**config.mk**
```make
export PLATFORM = sky130hd
export DESIGN_NAME = dst_stream_ctrl
export DESIGN_NICKNAME = d
export VERILOG_FILES = /design/src/rtl/dst_stream_ctrl.sv
export SDC_FILE = /design/constraint.sdc
export NUM_CORES = 1
export LEC_CHECK = 0
export CORE_AREA = 2 2 39 41
export DETAILED_ROUTE_END_ITERATION = 10
export DIE_AREA = 0 0 41 43
export HOLD_SLACK_MARGIN = 0.1
export SKIP_CTS_REPAIR_TIMING = 1
export SLEW_MARGIN = 20
export SYNTH_ARGS = -nofsm -noshare
export SYNTH_HDL_FRONTEND = slang
export SYNTH_SLANG_ARGS = --single-unit
```
**constraint.sdc**
```tcl
create_clock -name clk -period 2.6 [get_ports clk]
set_input_delay 0.78 -clock clk [delete_from_list [all_inputs] [get_ports clk]]
set_output_delay 0.78 -clock clk [all_outputs]
set_load 0.02 [all_outputs]
```
**src/rtl/dst_stream_ctrl.sv**
```systemverilog
// Destination-stream controller: one burst of LEN address beats per s_fin_in, queued triggers.
// Optional DST_STREAM_CTRL_BANK_EN: bank bit toggled per burst overrides stream_a[AW-1].
module dst_stream_ctrl #(
   parameter int unsigned AW     = 3,
   parameter int unsigned LEN    = 8,
   parameter int unsigned BASE   = 0,
   parameter int unsigned STRIDE = 1,
   parameter int unsigned PW     = 2
) (
   input  logic          clk,
   input  logic          run,
   input  logic          dst_ready,
   input  logic          s_fin_in,
   output logic          dst_valid,
   output logic          stream_v,
   output logic [AW-1:0] stream_a,
   output logic          stream_last,
   output logic          busy,
   output logic          overflow
);

   localparam int unsigned IW = (LEN > 1) ? $clog2(LEN) : 1;

   localparam logic [0:0]    StIdle   = 1'b0;
   localparam logic [0:0]    StActive = 1'b1;
   localparam logic [IW-1:0] LastIdx  = IW'(LEN - 1);
   localparam logic [PW-1:0] PendMax  = {PW{1'b1}};
   localparam logic [AW-1:0] BaseAw   = AW'(BASE);
   localparam logic [AW-1:0] StrideAw = AW'(STRIDE);

   logic [0:0]    r_state;
   logic [IW-1:0] r_idx;
   logic [PW-1:0] r_pend;
   logic          r_dst_valid;
   logic          r_overflow;

   logic [0:0]    w_state_nxt;
   logic [IW-1:0] w_idx_nxt;
   logic [PW-1:0] w_pend_nxt;
   logic          w_ovf_set;
   logic          w_trig;
   logic          w_active;
   logic          w_at_last;
   logic          w_beat;
   logic          w_consume;
   logic [AW-1:0] w_idx_aw;
   logic [AW-1:0] w_addr;

   assign w_trig    = s_fin_in | (r_pend != '0);
   assign w_active  = (r_state == StActive);
   assign w_at_last = (r_idx == LastIdx);
   assign w_beat    = w_active & dst_ready;
   // A trigger is taken when a burst starts from idle or chains off the final beat.
   assign w_consume = dst_ready & w_trig & (~w_active | w_at_last);

   always_comb begin
      w_state_nxt = r_state;
      w_idx_nxt   = r_idx;
      if (dst_ready) begin
         if (!w_active) begin
            if (w_trig) begin
               w_state_nxt = StActive;
               w_idx_nxt   = '0;
            end
         end else if (!w_at_last) begin
            w_idx_nxt = r_idx + IW'(1);
         end else begin
            w_idx_nxt   = '0;
            w_state_nxt = w_trig ? StActive : StIdle;
         end
      end
   end

   // Same-cycle s_fin_in is consumed first, so pend only moves when exactly one side acts.
   always_comb begin
      w_pend_nxt = r_pend;
      w_ovf_set  = 1'b0;
      if (w_consume && !s_fin_in) begin
         w_pend_nxt = r_pend - PW'(1);
      end else if (!w_consume && s_fin_in) begin
         if (r_pend == PendMax) begin
            w_ovf_set = 1'b1;
         end else begin
            w_pend_nxt = r_pend + PW'(1);
         end
      end
   end

   always_ff @(posedge clk or negedge run) begin
      if (!run) begin
         r_state     <= StIdle;
         r_idx       <= '0;
         r_pend      <= '0;
         r_dst_valid <= 1'b0;
         r_overflow  <= 1'b0;
      end else begin
         r_state    <= w_state_nxt;
         r_idx      <= w_idx_nxt;
         r_pend     <= w_pend_nxt;
         r_overflow <= r_overflow | w_ovf_set;
         if (dst_ready) begin
            r_dst_valid <= w_active;
         end
      end
   end

   assign w_idx_aw = AW'(r_idx);
   assign w_addr   = BaseAw + (w_idx_aw * StrideAw);

`ifdef DST_STREAM_CTRL_BANK_EN
   localparam logic [AW-1:0] MsbMask = AW'(1) << (AW - 1);

   logic r_bank;

   always_ff @(posedge clk or negedge run) begin
      if (!run) begin
         r_bank <= 1'b0;
      end else if (w_beat && w_at_last) begin
         r_bank <= ~r_bank;
      end
   end

   assign stream_a = (w_addr & ~MsbMask) | ({AW{r_bank}} & MsbMask);
`else
   assign stream_a = w_addr;
`endif

   assign stream_v    = w_beat;
   assign stream_last = w_beat & w_at_last;
   assign busy        = w_active | (r_pend != '0);
   assign dst_valid   = r_dst_valid;
   assign overflow    = r_overflow;

endmodule

```
==> results by group <==
Timing
  • RSZ-0062 raised after global routing: no
  • Total Neg Setup Slack: 0 ps
  • Setup-failing EPs final: 0
  • Skew final: about 12 ps
  • Tcrit/Tclk final: 0.935
  • Max Transition Viols Final: 0
  • Worst-Margin Slew: around 410 ps
  • Final min period: 2430 ps
  • Final number of hold-violating endpoints: 0
  • Max Fclk: around 400 MHz
  • Max-slew headroom: 0.725

GRT
  • First-pass GRT wire length: approximately 1.4 mm
  • Largest net degree at the start of global routing: 10
  • GRT Overall Usage: 0.123
  • Initial antenna violation count: 0
  • Vias in the first global route: between 300 and 400
  • Total congestion overflow: 0

Placement
  • Cells after DPL: 69
  • Placer Congestion: between 0.6 and 0.7
  • Post-placement cell area: between 600 and 700 um^2
  • Dpl hpwl: 638 um
  • Number of port buffers: 11

Finish
  • Design area: approximately 630 um^2
  • Reg area: between 200 and 250 um^2
  • Final instance count without filler cells: 72
  • Ratio of cells with drive above 1 in the final layout: 0.179
  • Antenna cells: 0
  • Fill cells: around 140
  • Fin nets: 66
  • Footprint of the multi-input gates: 243 um^2
  • Synth-to-layout area growth: 38.8%

Setup path
  • Critical-path cell list: clkdlybuf4s50_1 -> and2_1 -> dlymetal6s2s_1
  • Crit-path max FO: 3
  • Critical-path top delay cell: clkdlybuf4s50_1
  • Crit path required time: 1820 ps
  • Worst path buffer plus inverter count: 2
  • Crit. End Element: primary output
  • Startpoint Class: input pin
  • CP Class: in2out
  • Crit path DAT: ~1700 ps
  • Max incr delay on CP: between 400 and 500 ps
  • Kind of cell adding the most delay to the critical path: buffers and inverters

Detailed routing
  • Drt total wl: 868 um
  • DRC: 0
  • First-pass DRT Iterations: 3
  • Via count: approximately 340
  • DRT iter0 DRCs: 8
  • Drt wl/cell: about 12 um
  • Via/cell ratio: roughly 4.8
  • Post-route ant nets: 0

Synthesis
  • Sequential element share of the synthesized area: 0.441
  • Async set-reset flop share out of synthesis: 1.00
  • Top cell type's share of synthesized area: 0.441
  • Post-synth EDFFs: 0
  • Fraction of the mapped netlist area in adder cells: 0.110
  • Top cells by count, synth: dfrtp_1, ha_1, a22o_1, nand2b_1
  • Synth area leader: dfrtp_1
  • Proportion of synthesized area in mux cells: 0.0248
  • Main combinational cell family by area after synthesis: simple AND/OR/NAND/NOR gates
  • Mapped cell area: roughly 450 um^2
  • Synth Area in Compound Gates: 0.174
  • Area contributors post-synth: dfrtp_1, ha_1, a22o_1
  • Synth Warn #: 0
  • Register bit total from synthesis: 8
  • Simple-gate share of the synthesized area: 0.226
  • Avg Inst Size Synth: approximately 11 um^2
  • Synth Area in XOR/XNOR: 0
  • Syn Nets: 48
  • Syn Inst Count: 40
  • Top_reg_cell synth: dfrtp_1
  • Netlist cell types: 22
  • Most frequent cell after synthesis: dfrtp_1

Power and ir drop
  • Pwr Density: slightly below 700 mW/mm^2
  • Leak: about 0.32 nW
  • PnR Total Power: roughly 0.00043 W
  • Worst IR Drop VDD: approximately 360 uV

Floorplanning
  • # rows: 14
  • Core Box Area: about 0.0014 mm^2
  • Die X: slightly above 40 um
  • Full die area: approximately 0.0018 mm^2
  • Initial core utilization: 0.328
  • I/O Pins: 12
  • Die span in y: 43 um

Clock tree
  • Clock root buffer master: clkbuf_4
  • Latest clock arrival within the worst-skew pair: 260 ps
  • H-tree depth: 1
  • Clock buffer count from CTS: 3
  • Clk buf depth: 2
  • Clk pin slew, worst setup/hold paths: approximately 50 ps
  • CTS tree: done
  • TritonCTS Sinks: 8

Hold path
  • Worst Hold Class: reg2reg

Run status
  • Status: finished, final reports clean

Flow run
  • Max capacitance violation total: 0
registers in the layout (all words and copies together), names as in the netlist:
name       count
r_idx          3
r_pend         2
dst_valid      1
overflow       1
r_state        1
area by class of cell:
type	instances	share of cell area
multi-input cells	29	0.385
well taps	16	0.0317
clock buffers	3	0.0357
repair buffers	14	0.218
inverters	2	0.0119
flip-flops and latches	8	0.317
power by group:
group / switching, W / total, W / internal (W)
clock network: 0.0000425 / 0.0000954 / 0.0000528
registers: 0.0000244 / 0.000173 / 0.000148
logic: 0.0000727 / 0.000160 / 0.0000868
layer usage:
| metal | wire length (um) | global-route usage | vias to the layer above |
|---|---|---|---|
| met2 | 359 | 0.150 | 10 |
| li1 | - | - | 179 |
| met4 | 19 | 0.0600 | 0 |
| met1 | 425 | 0.164 | 151 |
| met5 | 0 | 0 | - |
| met3 | 64 | 0.0785 | 2 |
cell usage in the layout (no fill, tap or decap), types with 2 or more instances in the layout:
master           count
clkdlybuf4s50_1      9
and3_1               2
o21bai_1             2
inv_1                2
nand2b_1             3
ha_1                 4
clkbuf_4             3
a22o_1               3
nand2_1              2
dfrtp_1              8
dlymetal6s2s_1       2
buf_4                3
cell families after synthesis:
logic type,count (synthesis)
multiplexers,1
AND/OR/NAND/NOR,15
adder cells (fa/ha/maj),4
flip-flops,8
AO/OA/AOI/OAI,9
buffers and inverters,3
stage by stage:
step           setup slack, ps  utilization  hold slack, ps
2_1_floorplan              504            -             484
3_3_place_gp              -211        0.436             472
3_5_place_dp              -210        0.436             469
4_1_cts                   -218        0.452             481
5_1_grt                    124        0.456             507
6_report                   168        0.456             475
worst paths after layout:
check                                     start               endpoint  slack, ps  depth (start not counted)
hold / removal               overflow$_DFF_PN0_     overflow$_DFF_PN0_        480                          1
min in group asynchronous                   run    r_state$_DFFE_PN0P_        800                          1
setup reg to reg           r_idx[0]$_DFFE_PN0P_  r_pend[1]$_DFFE_PN0P_        740                          7
max in group asynchronous                   run     overflow$_DFF_PN0_       1530                          1
hold reg to reg              overflow$_DFF_PN0_     overflow$_DFF_PN0_        480                          1
setup / recovery                      dst_ready               stream_v        170                          3
No activity file was read; power rests on OpenSTA's default activity.
